[config.mk]
export PLATFORM = sky130hd
export DESIGN_NAME = ram_arbiter
export DESIGN_NICKNAME = d
export VERILOG_FILES = /design/src/rtl/ram_arbiter.sv
export SDC_FILE = /design/constraint.sdc
export NUM_CORES = 1
export LEC_CHECK = 0
export CAP_MARGIN = 20
export CORE_MARGIN = 1
export CORE_UTILIZATION = 43
export DETAILED_ROUTE_END_ITERATION = 10
export PLACE_DENSITY = 0.9
export SYNTH_ARGS = -nofsm -noshare
export SYNTH_HDL_FRONTEND = slang
export SYNTH_SLANG_ARGS = --single-unit
[constraint.sdc]
create_clock -name clk -period 2.2 [get_ports clk]
set_input_delay 0.22 -clock clk [delete_from_list [all_inputs] [get_ports clk]]
set_output_delay 0.22 -clock clk [all_outputs]
set_load 0.03 [all_outputs]
[src/rtl/ram_arbiter.sv]
// Three-master req/ack arbiter for the main RAM read/write port (IDLE -> ACCESS -> ACK).
// Optional macro RAM_ARB_CPU_PRIO_EN gives m0 absolute priority; m1/m2 then round-robin.
module ram_arbiter #(
    parameter int N = 16
) (
    input  logic         clk,
    input  logic         rst_n,
    input  logic         i_m0_req,
    input  logic         i_m0_we,
    input  logic [N-1:0] i_m0_addr,
    input  logic [N-1:0] i_m0_wdata,
    output logic [N-1:0] o_m0_rdata,
    output logic         o_m0_ack,
    input  logic         i_m1_req,
    input  logic         i_m1_we,
    input  logic [N-1:0] i_m1_addr,
    input  logic [N-1:0] i_m1_wdata,
    output logic [N-1:0] o_m1_rdata,
    output logic         o_m1_ack,
    input  logic         i_m2_req,
    input  logic         i_m2_we,
    input  logic [N-1:0] i_m2_addr,
    input  logic [N-1:0] i_m2_wdata,
    output logic [N-1:0] o_m2_rdata,
    output logic         o_m2_ack,
    output logic [N-1:0] o_ram_addr,
    output logic         o_ram_rd,
    output logic         o_ram_wr,
    output logic [N-1:0] o_ram_indata,
    input  logic [N-1:0] i_ram_data,
    output logic         o_busy,
    output logic [1:0]   o_gnt_id
);

    typedef enum logic [1:0] {
        ST_IDLE   = 2'd0,
        ST_ACCESS = 2'd1,
        ST_ACK    = 2'd2
    } state_t;

    state_t       r_state;
    state_t       w_state_nxt;
    logic [1:0]   r_last;
    logic [1:0]   r_gnt;
    logic [N-1:0] r_ram_addr;
    logic [N-1:0] r_ram_indata;
    logic         r_ram_rd;
    logic         r_ram_wr;
    logic [2:0]   r_ack;
    logic         r_busy;
    logic [N-1:0] r_rdata [3];

    logic [2:0]   w_req;
    logic [2:0]   w_we;
    logic [N-1:0] w_addr  [3];
    logic [N-1:0] w_wdata [3];
    logic [2:0]   w_pick;
    logic         w_pick_valid;
    logic [1:0]   w_win;

    assign w_req      = {i_m2_req, i_m1_req, i_m0_req};
    assign w_we       = {i_m2_we, i_m1_we, i_m0_we};
    assign w_addr[0]  = i_m0_addr;
    assign w_addr[1]  = i_m1_addr;
    assign w_addr[2]  = i_m2_addr;
    assign w_wdata[0] = i_m0_wdata;
    assign w_wdata[1] = i_m1_wdata;
    assign w_wdata[2] = i_m2_wdata;

    // Returns {valid, index} of the first requester in the order a, b, c.
    function automatic logic [2:0] first_of(input logic [2:0] req, input logic [1:0] a,
                                            input logic [1:0] b, input logic [1:0] c);
        logic [2:0] res;
        if (req[a]) begin
            res = {1'b1, a};
        end else if (req[b]) begin
            res = {1'b1, b};
        end else if (req[c]) begin
            res = {1'b1, c};
        end else begin
            res = 3'b000;
        end
        return res;
    endfunction

    // Winner selection: search begins just after the last granted master.
    function automatic logic [2:0] pick(input logic [2:0] req, input logic [1:0] last);
        logic [2:0] res;
`ifdef RAM_ARB_CPU_PRIO_EN
        if (req[0]) begin
            res = {1'b1, 2'd0};
        end else if (last == 2'd1) begin
            res = first_of({req[2:1], 1'b0}, 2'd2, 2'd1, 2'd0);
        end else begin
            res = first_of({req[2:1], 1'b0}, 2'd1, 2'd2, 2'd0);
        end
`else
        case (last)
            2'd0:    res = first_of(req, 2'd1, 2'd2, 2'd0);
            2'd1:    res = first_of(req, 2'd2, 2'd0, 2'd1);
            default: res = first_of(req, 2'd0, 2'd1, 2'd2);
        endcase
`endif
        return res;
    endfunction

    assign w_pick       = pick(w_req, r_last);
    assign w_pick_valid = w_pick[2];
    assign w_win        = w_pick[1:0];

    // State register.
    always_ff @(posedge clk or negedge rst_n) begin
        if (!rst_n) begin
            r_state <= ST_IDLE;
        end else begin
            r_state <= w_state_nxt;
        end
    end

    // Next-state logic: one ACCESS cycle and one ACK cycle per granted request.
    always_comb begin
        w_state_nxt = r_state;
        case (r_state)
            ST_IDLE: begin
                if (w_pick_valid) begin
                    w_state_nxt = ST_ACCESS;
                end else begin
                    w_state_nxt = ST_IDLE;
                end
            end
            ST_ACCESS: w_state_nxt = ST_ACK;
            ST_ACK:    w_state_nxt = ST_IDLE;
            default:   w_state_nxt = ST_IDLE;
        endcase
    end

    // Registered RAM-side strobes, grant bookkeeping, read capture and acks.
    always_ff @(posedge clk or negedge rst_n) begin
        if (!rst_n) begin
            r_last       <= 2'd2;
            r_gnt        <= 2'd0;
            r_ram_addr   <= '0;
            r_ram_indata <= '0;
            r_ram_rd     <= 1'b0;
            r_ram_wr     <= 1'b0;
            r_ack        <= 3'b000;
            r_busy       <= 1'b0;
            r_rdata[0]   <= '0;
            r_rdata[1]   <= '0;
            r_rdata[2]   <= '0;
        end else begin
            case (r_state)
                ST_IDLE: begin
                    if (w_pick_valid) begin
                        r_ram_addr   <= w_addr[w_win];
                        r_ram_indata <= w_wdata[w_win];
                        r_ram_wr     <= w_we[w_win];
                        r_ram_rd     <= ~w_we[w_win];
                        r_gnt        <= w_win;
                        r_busy       <= 1'b1;
`ifdef RAM_ARB_CPU_PRIO_EN
                        if (w_win != 2'd0) begin
                            r_last <= w_win;
                        end else begin
                            r_last <= r_last;
                        end
`else
                        r_last <= w_win;
`endif
                    end else begin
                        r_busy <= 1'b0;
                    end
                end
                ST_ACCESS: begin
                    // RAM has registered read data on the preceding negedge.
                    r_ram_rd <= 1'b0;
                    r_ram_wr <= 1'b0;
                    if (r_ram_rd) begin
                        r_rdata[r_gnt] <= i_ram_data;
                    end else begin
                        r_rdata[r_gnt] <= r_rdata[r_gnt];
                    end
                    r_ack[r_gnt] <= 1'b1;
                end
                ST_ACK: begin
                    r_ack  <= 3'b000;
                    r_busy <= 1'b0;
                end
                default: begin
                    r_ram_rd <= 1'b0;
                    r_ram_wr <= 1'b0;
                    r_ack    <= 3'b000;
                    r_busy   <= 1'b0;
                end
            endcase
        end
    end

    assign o_m0_rdata   = r_rdata[0];
    assign o_m1_rdata   = r_rdata[1];
    assign o_m2_rdata   = r_rdata[2];
    assign o_m0_ack     = r_ack[0];
    assign o_m1_ack     = r_ack[1];
    assign o_m2_ack     = r_ack[2];
    assign o_ram_addr   = r_ram_addr;
    assign o_ram_indata = r_ram_indata;
    assign o_ram_rd     = r_ram_rd;
    assign o_ram_wr     = r_ram_wr;
    assign o_busy       = r_busy;
    assign o_gnt_id     = r_gnt;

endmodule
## Yosys cells after proc, flatten, opt, wreduce, memory -nomap -nowiden

Index checks and enable logic that the tools add are counted.

| storage, ports and cells | value |
|---|---|
| output and inout bits | 88 |
| flip-flop bits (word level) | 92 |
| input port bits | 120 |
| logic and storage cells | 70 |

| operators by class | value |
|---|---|
| eq/ne operators | 4 |
| multiplexer cells | 37 |
| reduce and logical (&&, ||, !) cells | 6 |
| order comparisons | 6 |
| bitwise gates (word level) | 5 |

Operators with widths:

| operator | number |
|---|---|
| $mux 16 | 7 |
| $bmux 16 s2 | 3 |
| $bwmux 48 | 2 |
| $mux 48 | 1 |
| $demux 16 s2 | 1 |
| $mux 3 | 9 |
| $pmux 3 s2 | 2 |
| $ge 3x3->1 const B | 2 |
| $lt 2x3->1 const B | 2 |
| $mux 1 | 6 |
| $not 2->3 | 2 |
| $pmux 1 s2 | 3 |
| $eq 2x1->1 const B | 2 |
| $logic_not 2->1 | 2 |
| $pmux 2 s2 | 1 |
| $reduce_and 2->1 | 2 |
| $lt 3x1->1 const B | 1 |
| $or 3x3->3 | 1 |
| $bmux 1 s2 | 1 |
| $demux 1 s2 | 1 |
| $eq 2x2->1 const B | 1 |
| $ge 2x1->1 const B | 1 |
| $logic_and 1x1->1 | 2 |
| $ne 2x2->1 const B | 1 |
| $not 1->1 | 2 |

## Logic depth before layout (Yosys ltp)

| depth | value |
|---|---|
| depth after elaboration | 9 |
| gate-level depth with buffers | 8 |
| depth with buffers taken out | 5 |

## Worst setup path before layout

Ideal clock, no wire load.

| timing path | value |
|---|---|
| path kind | register to register |
| from | register r_last[1] |
| to | register r_ram_addr[0], in the netlist o_ram_addr[0] |
| stages on the path, launching flop included | 8 |
| required time | 2.074 ns |
| path buffers | 3 |
| setup slack | 0.329 ns |
| setup time | 0.126 ns |
| arrival time | 1.745 ns |
| clock period less this slack | 1.871 ns |
| cell sequence | dfstp_2 -> buf_4 -> mux2i_1 -> and2_1 -> buf_2 -> clkbuf_1 -> o311a_1 -> a221o_1 |

| between the ends | value |
|---|---|
| word-level cells in the longest chain between the ends | 6 |
| elaborated cells on any way between the ends | 8 |
| classes of those cells | eq/ne: 1; mux: 4; bitwise: 1; reduce/logical: 2 |

Ends and longest elaborated chain:

| item | RTL line | RTL |
|---|---|---|
| from (decl) | 43 | `logic [1:0] r_last;` |
| from (signal assigned) | 168 | `r_last <= w_win;` |
| $eq 2x1->1 / $logic_not 2->1 (equally long branches) | 98 | `case (last)` |
| $pmux 3 s2 (*) | 98 |  |
| $not 2->3 (implied by the code) | 155 | `r_ram_addr <= w_addr[w_win];` |
| $bmux 16 s2 | 155 |  |
| $mux 16 (implied by the code) (2 in series) | 155 |  |
| to (signal assigned) | 155 |  |
| to (decl) | 45 | `logic [N-1:0] r_ram_addr;` |

Mark *: on every way between the ends. The rest lies on a longest branch, timed or not. The select of a mux whose other input is x is not followed.
A chain may end at the register's enable or synchronous reset.

## Worst setup path in the final report

| timing path | value |
|---|---|
| from | register r_state[1] |
| to | register r_rdata (netlist bit o_m0_rdata[7]) |

| between the ends | value |
|---|---|
| word-level cells in the longest chain between the ends | 1 |

Ends and longest elaborated chain:

| item | RTL line | RTL |
|---|---|---|
| from (decl) | 41 | `state_t r_state;` |
| from (signal assigned) | 116 | `r_state <= w_state_nxt;` |
| $eq 2x1->1 | 152 | `case (r_state)` |
| to (signal, indexed assignment) | 179 | `r_rdata[r_gnt] <= i_ram_data;` |
| to (signal, indexed assignment) | 181 | `r_rdata[r_gnt] <= r_rdata[r_gnt];` |
| to (decl) | 51 | `logic [N-1:0] r_rdata [3];` |

No other way between the ends.

==> results.md <==
- Derived from the worst setup path, the maximum achievable clock frequency is 503 MHz.
- The longest clock path from root to sink contains 2 buffers.
- The tightest slew margin relative to the limit is 0.572.
- The tree built by TritonCTS fans out to a little over 90 sinks.
- The overflow left after global routing is 0.
- The clock tree synthesis step divided the H-tree into 3 levels.
- The worst clock skew on the final layout is 8.46 ps.
- The number of global-route vias before repair is 5479.
- The final route contains 5256 vias.
- Leaving out fill and tap cells, the most frequent cell in the layout is sky130_fd_sc_hd__clkdlybuf4s50_1.
- For this block, the routed nets add up to 17400 um of wire.
- The setup TNS is 0 ps.
- The mapped netlist covers 4980 um2.
- The TritonCTS clock tree is built.
- After the last flow step, the layout net total stands at roughly 850.
- At the worst endpoint, the required time is ~2400 ps.
- The growth of design area from synthesis to finish is 50.3%.
- At the end of routability-driven placement, the weighted congestion stood at roughly 0.86.
- The clock insertion delay at the later pin of the skew report is ~350 ps.
- The post-synthesis compound-gate area fraction was 0.279.
- After synthesis, the largest family of logic cells by area is compound AO/OA/AOI/OAI gates.
- The library cells used most frequently in the layout, excluding fill and tap cells, are 205 x sky130_fd_sc_hd__clkdlybuf4s50_1, 90 x sky130_fd_sc_hd__dfrtp_1, 55 x sky130_fd_sc_hd__o21ai_0.
- The worst setup path startpoint is r_state[1].
- The total count of max-transition violations in the final report is 0.
- In the synthesized netlist the async set-or-reset flop fraction comes to 1.00.
- Of the available clock period, the critical path in the final layout requires 0.904.
- The die is about 110 um wide.
- The final count of negative-setup-slack endpoints is 0.
- The longest individual stage delay on the worst path is 780 ps.
- The largest fanout on the critical path is 33.
- The CTS buffer count is 9.
- The first global-routing pass estimated 26800 um of wire.
- 208 I/O pins were placed.
- After technology mapping, the gate count stands at 549.
- The transition time at the pin with the least slew margin is approximately 640 ps.
- The count of fill cells added during filler insertion is 872.
- The post-CTS repair timing setup buffer count is 0.
- The total iterations of the first detailed-routing run is 7.
- The hold violation total from the final report is 0.
- In the synthesized netlist the dominant register cell turns out to be sky130_fd_sc_hd__dfrtp_1.
- The xor and xnor area share after synthesis is 0.
- Synthesis inferred just over 90 register bits.
- The number of nets in the synthesized netlist is 669.
- For this configuration, the core starts out at a cell density of 0.450.
- The average wire per cell in the routed design is 19.8 um.
- The critical path goes through nor2b_1, or3b_2, nand2_1, o21ai_0.
- Hold is met by a little under 400 ps.
- After detailed routing, the number of vias per cell comes to 5.98.
- Once detailed placement completed, the half-perimeter wirelength came to 12300 um.
- The number of rows in the core area is 38.
- In the final layout, the share of cells above drive strength 1 is 0.0622.
- The worst-case IR drop observed on VDD is 964 uV.
- The number of diodes added for antenna fixing is 0.
- The number of antenna violations at the first check in global routing is 0.
- Dividing the synthesized area by the synthesized cell count gives 9.08 um2.
- STA classifies the critical path endpoint as a flop.
- The signal arrival time at the worst endpoint is 2180 ps.
- Of the synthesized area, sequential elements account for 0.457.
- For this design the ratio of total power to cell area is 1530 nW/um2.
- The number of warning messages in the yosys log is 0.
- The number of flops mapped to enable cells by yosys is 0.
- The die area is 12000 um2.
- The CTS root buffer is sky130_fd_sc_hd__clkbuf_16.
- The analysis attributes to cell leakage a power of 0.00347 uW.
- The reg-to-reg startpoint is r_state[1].
- The die is 110 um tall.
- The highest-delay cell along the critical path is sky130_fd_sc_hd__or3b_2.
- The critical path is of the reg2reg type.
- The tool flagged a number of max-cap violations equal to 0.
- The run finished with clean final reports.
- The number of design-rule violations left by the first detailed-router iteration is 452.
- After detailed routing, the number of remaining DRC violations is 0.
- The number of library cell types mapped by synthesis is 34.
- Of the total synthesized cell area, the portion taken by AND, OR, NAND and NOR gates is 0.143.
- The clock edge transition at the registers on the reported setup and hold paths is 70 ps.
- Entering global routing, the biggest net connects 40 pins.
- In the global route stage, overall resource usage came out at 0.291.
- The total chip power is about 11000 uW.
- The arithmetic-cell share of the synthesized area counting full adders, half adders and majority gates is 0.
- The placeable core area is between 10000 and 15000 um2.
- The multiplexer share of the synthesized area is 0.0341.
- The number of buffer cells added on primary ports is around 210.
- The path type of the worst min-delay path is in2async.
- The detail route stage leaves a number of antenna-violating nets equal to 0.
- STA classifies the critical path startpoint as a flop.
- The clock period minus worst slack is 1990 ps.
- Setup repair after global routing left no endpoint under its margin.
==> critical path: cells and delay by family (launching register included) <==
kind / cells / cell delay [ps]
simple gates: 3 / 1270
flops: 1 / 440
compound gates: 1 / 130
==> metal layers <==
| layer | up-vias | GRT usage | wire, um | part of all wire |
|---|---|---|---|---|
| met5 | - | 0 | 0 | 0 |
| met4 | 0 | 0.187 | 667 | 0.038 |
| met3 | 57 | 0.0439 | 1100 | 0.063 |
| met2 | 277 | 0.493 | 8970 | 0.51 |
| met1 | 2575 | 0.345 | 6700 | 0.38 |
| li1 | 2347 | - | - | - |
==> cells in the mapped netlist (all sizes together) (2+ instances only) <==
| master | instances | area, um2 |
|---|---|---|
| nor2 | 51 | 191 |
| o21ai | 56 | 280 |
| a221o | 31 | 310 |
| a21oi | 36 | 180 |
| a21o | 18 | 135 |
| nand2 | 55 | 214 |
| o22ai | 17 | 106 |
| mux2i | 17 | 170 |
| dfrtp | 90 | 2250 |
| nor2b | 3 | 18.8 |
| clkbuf | 33 | 124 |
| nand3b | 32 | 240 |
| and2 | 2 | 12.5 |
| nand2b | 2 | 12.5 |
| inv | 40 | 150 |
| o311a | 31 | 310 |
| buf | 23 | 158 |
==> power by group <==
part | internal, uW | leakage (uW) | switching, uW | total, uW
clock network | 834 | 0.000150 | 727 | 1560
registers | 2520 | 0.00112 | 707 | 3220
logic | 2820 | 0.00220 | 3870 | 6690
total | 6170 | 0.00347 | 5300 | 11500
==> through the flow <==
step / util / std cells / cell area (um2) / setup WS [ps]
3_3_place_gp: 0.648 / 862 / 7180 / 78.2
5_1_grt: 0.676 / 879 / 7490 / 124
2_1_floorplan: - / 549 / 4980 / 329
4_1_cts: 0.676 / 879 / 7490 / 30.1
6_report: 0.676 / 879 / 7490 / 211
3_5_place_dp: 0.648 / 862 / 7180 / 34.8
==> sequential cells by signal (all words and copies together) (netlist names) <==
register      cells
o_m0_rdata       16
o_m1_rdata       16
o_m2_rdata       16
o_ram_addr       16
o_ram_indata     16
r_ack             3
r_last            2
r_state           2
o_busy            1
o_gnt_id          1
o_ram_rd          1
o_ram_wr          1
==> kinds of logic after synthesis <==
kind of cell           count (synthesis)
buffers and inverters                 96
flip-flops                            91
AO/OA/AOI/OAI                        197
AND/OR/NAND/NOR                      148
multiplexers                          17
==> timing repair <==
action                                  CTS  global route
endpoints found under the setup margin    0             1
gates resized for setup                   0             1
hold buffers                              1             0
endpoints found under the hold margin    34             0
==> final timing paths <==
path	endpoint	slack, ps	cells past startpoint
hold / removal	o_m2_rdata[5]	390	2
hold reg to reg	o_busy	480	2
max in group asynchronous	o_m0_rdata[2]	1160	3
setup / recovery	o_m0_rdata[7]	210	4
setup reg to reg	o_m0_rdata[7]	210	4
min in group clk	o_busy	480	2
==> cell type report <==
type	count	area (um2)	area share
Multi-Input combinational cell	362	2280	0.304
Timing Repair Buffer	230	2310	0.308
Clock buffer	10	239	0.0319
Tap cell	140	175	0.0234
Sequential cell	91	2280	0.304
Inverter	40	150	0.0200
Clock inverter	6	60.1	0.00802
Note: power is estimated with default switching activity, not from simulation.
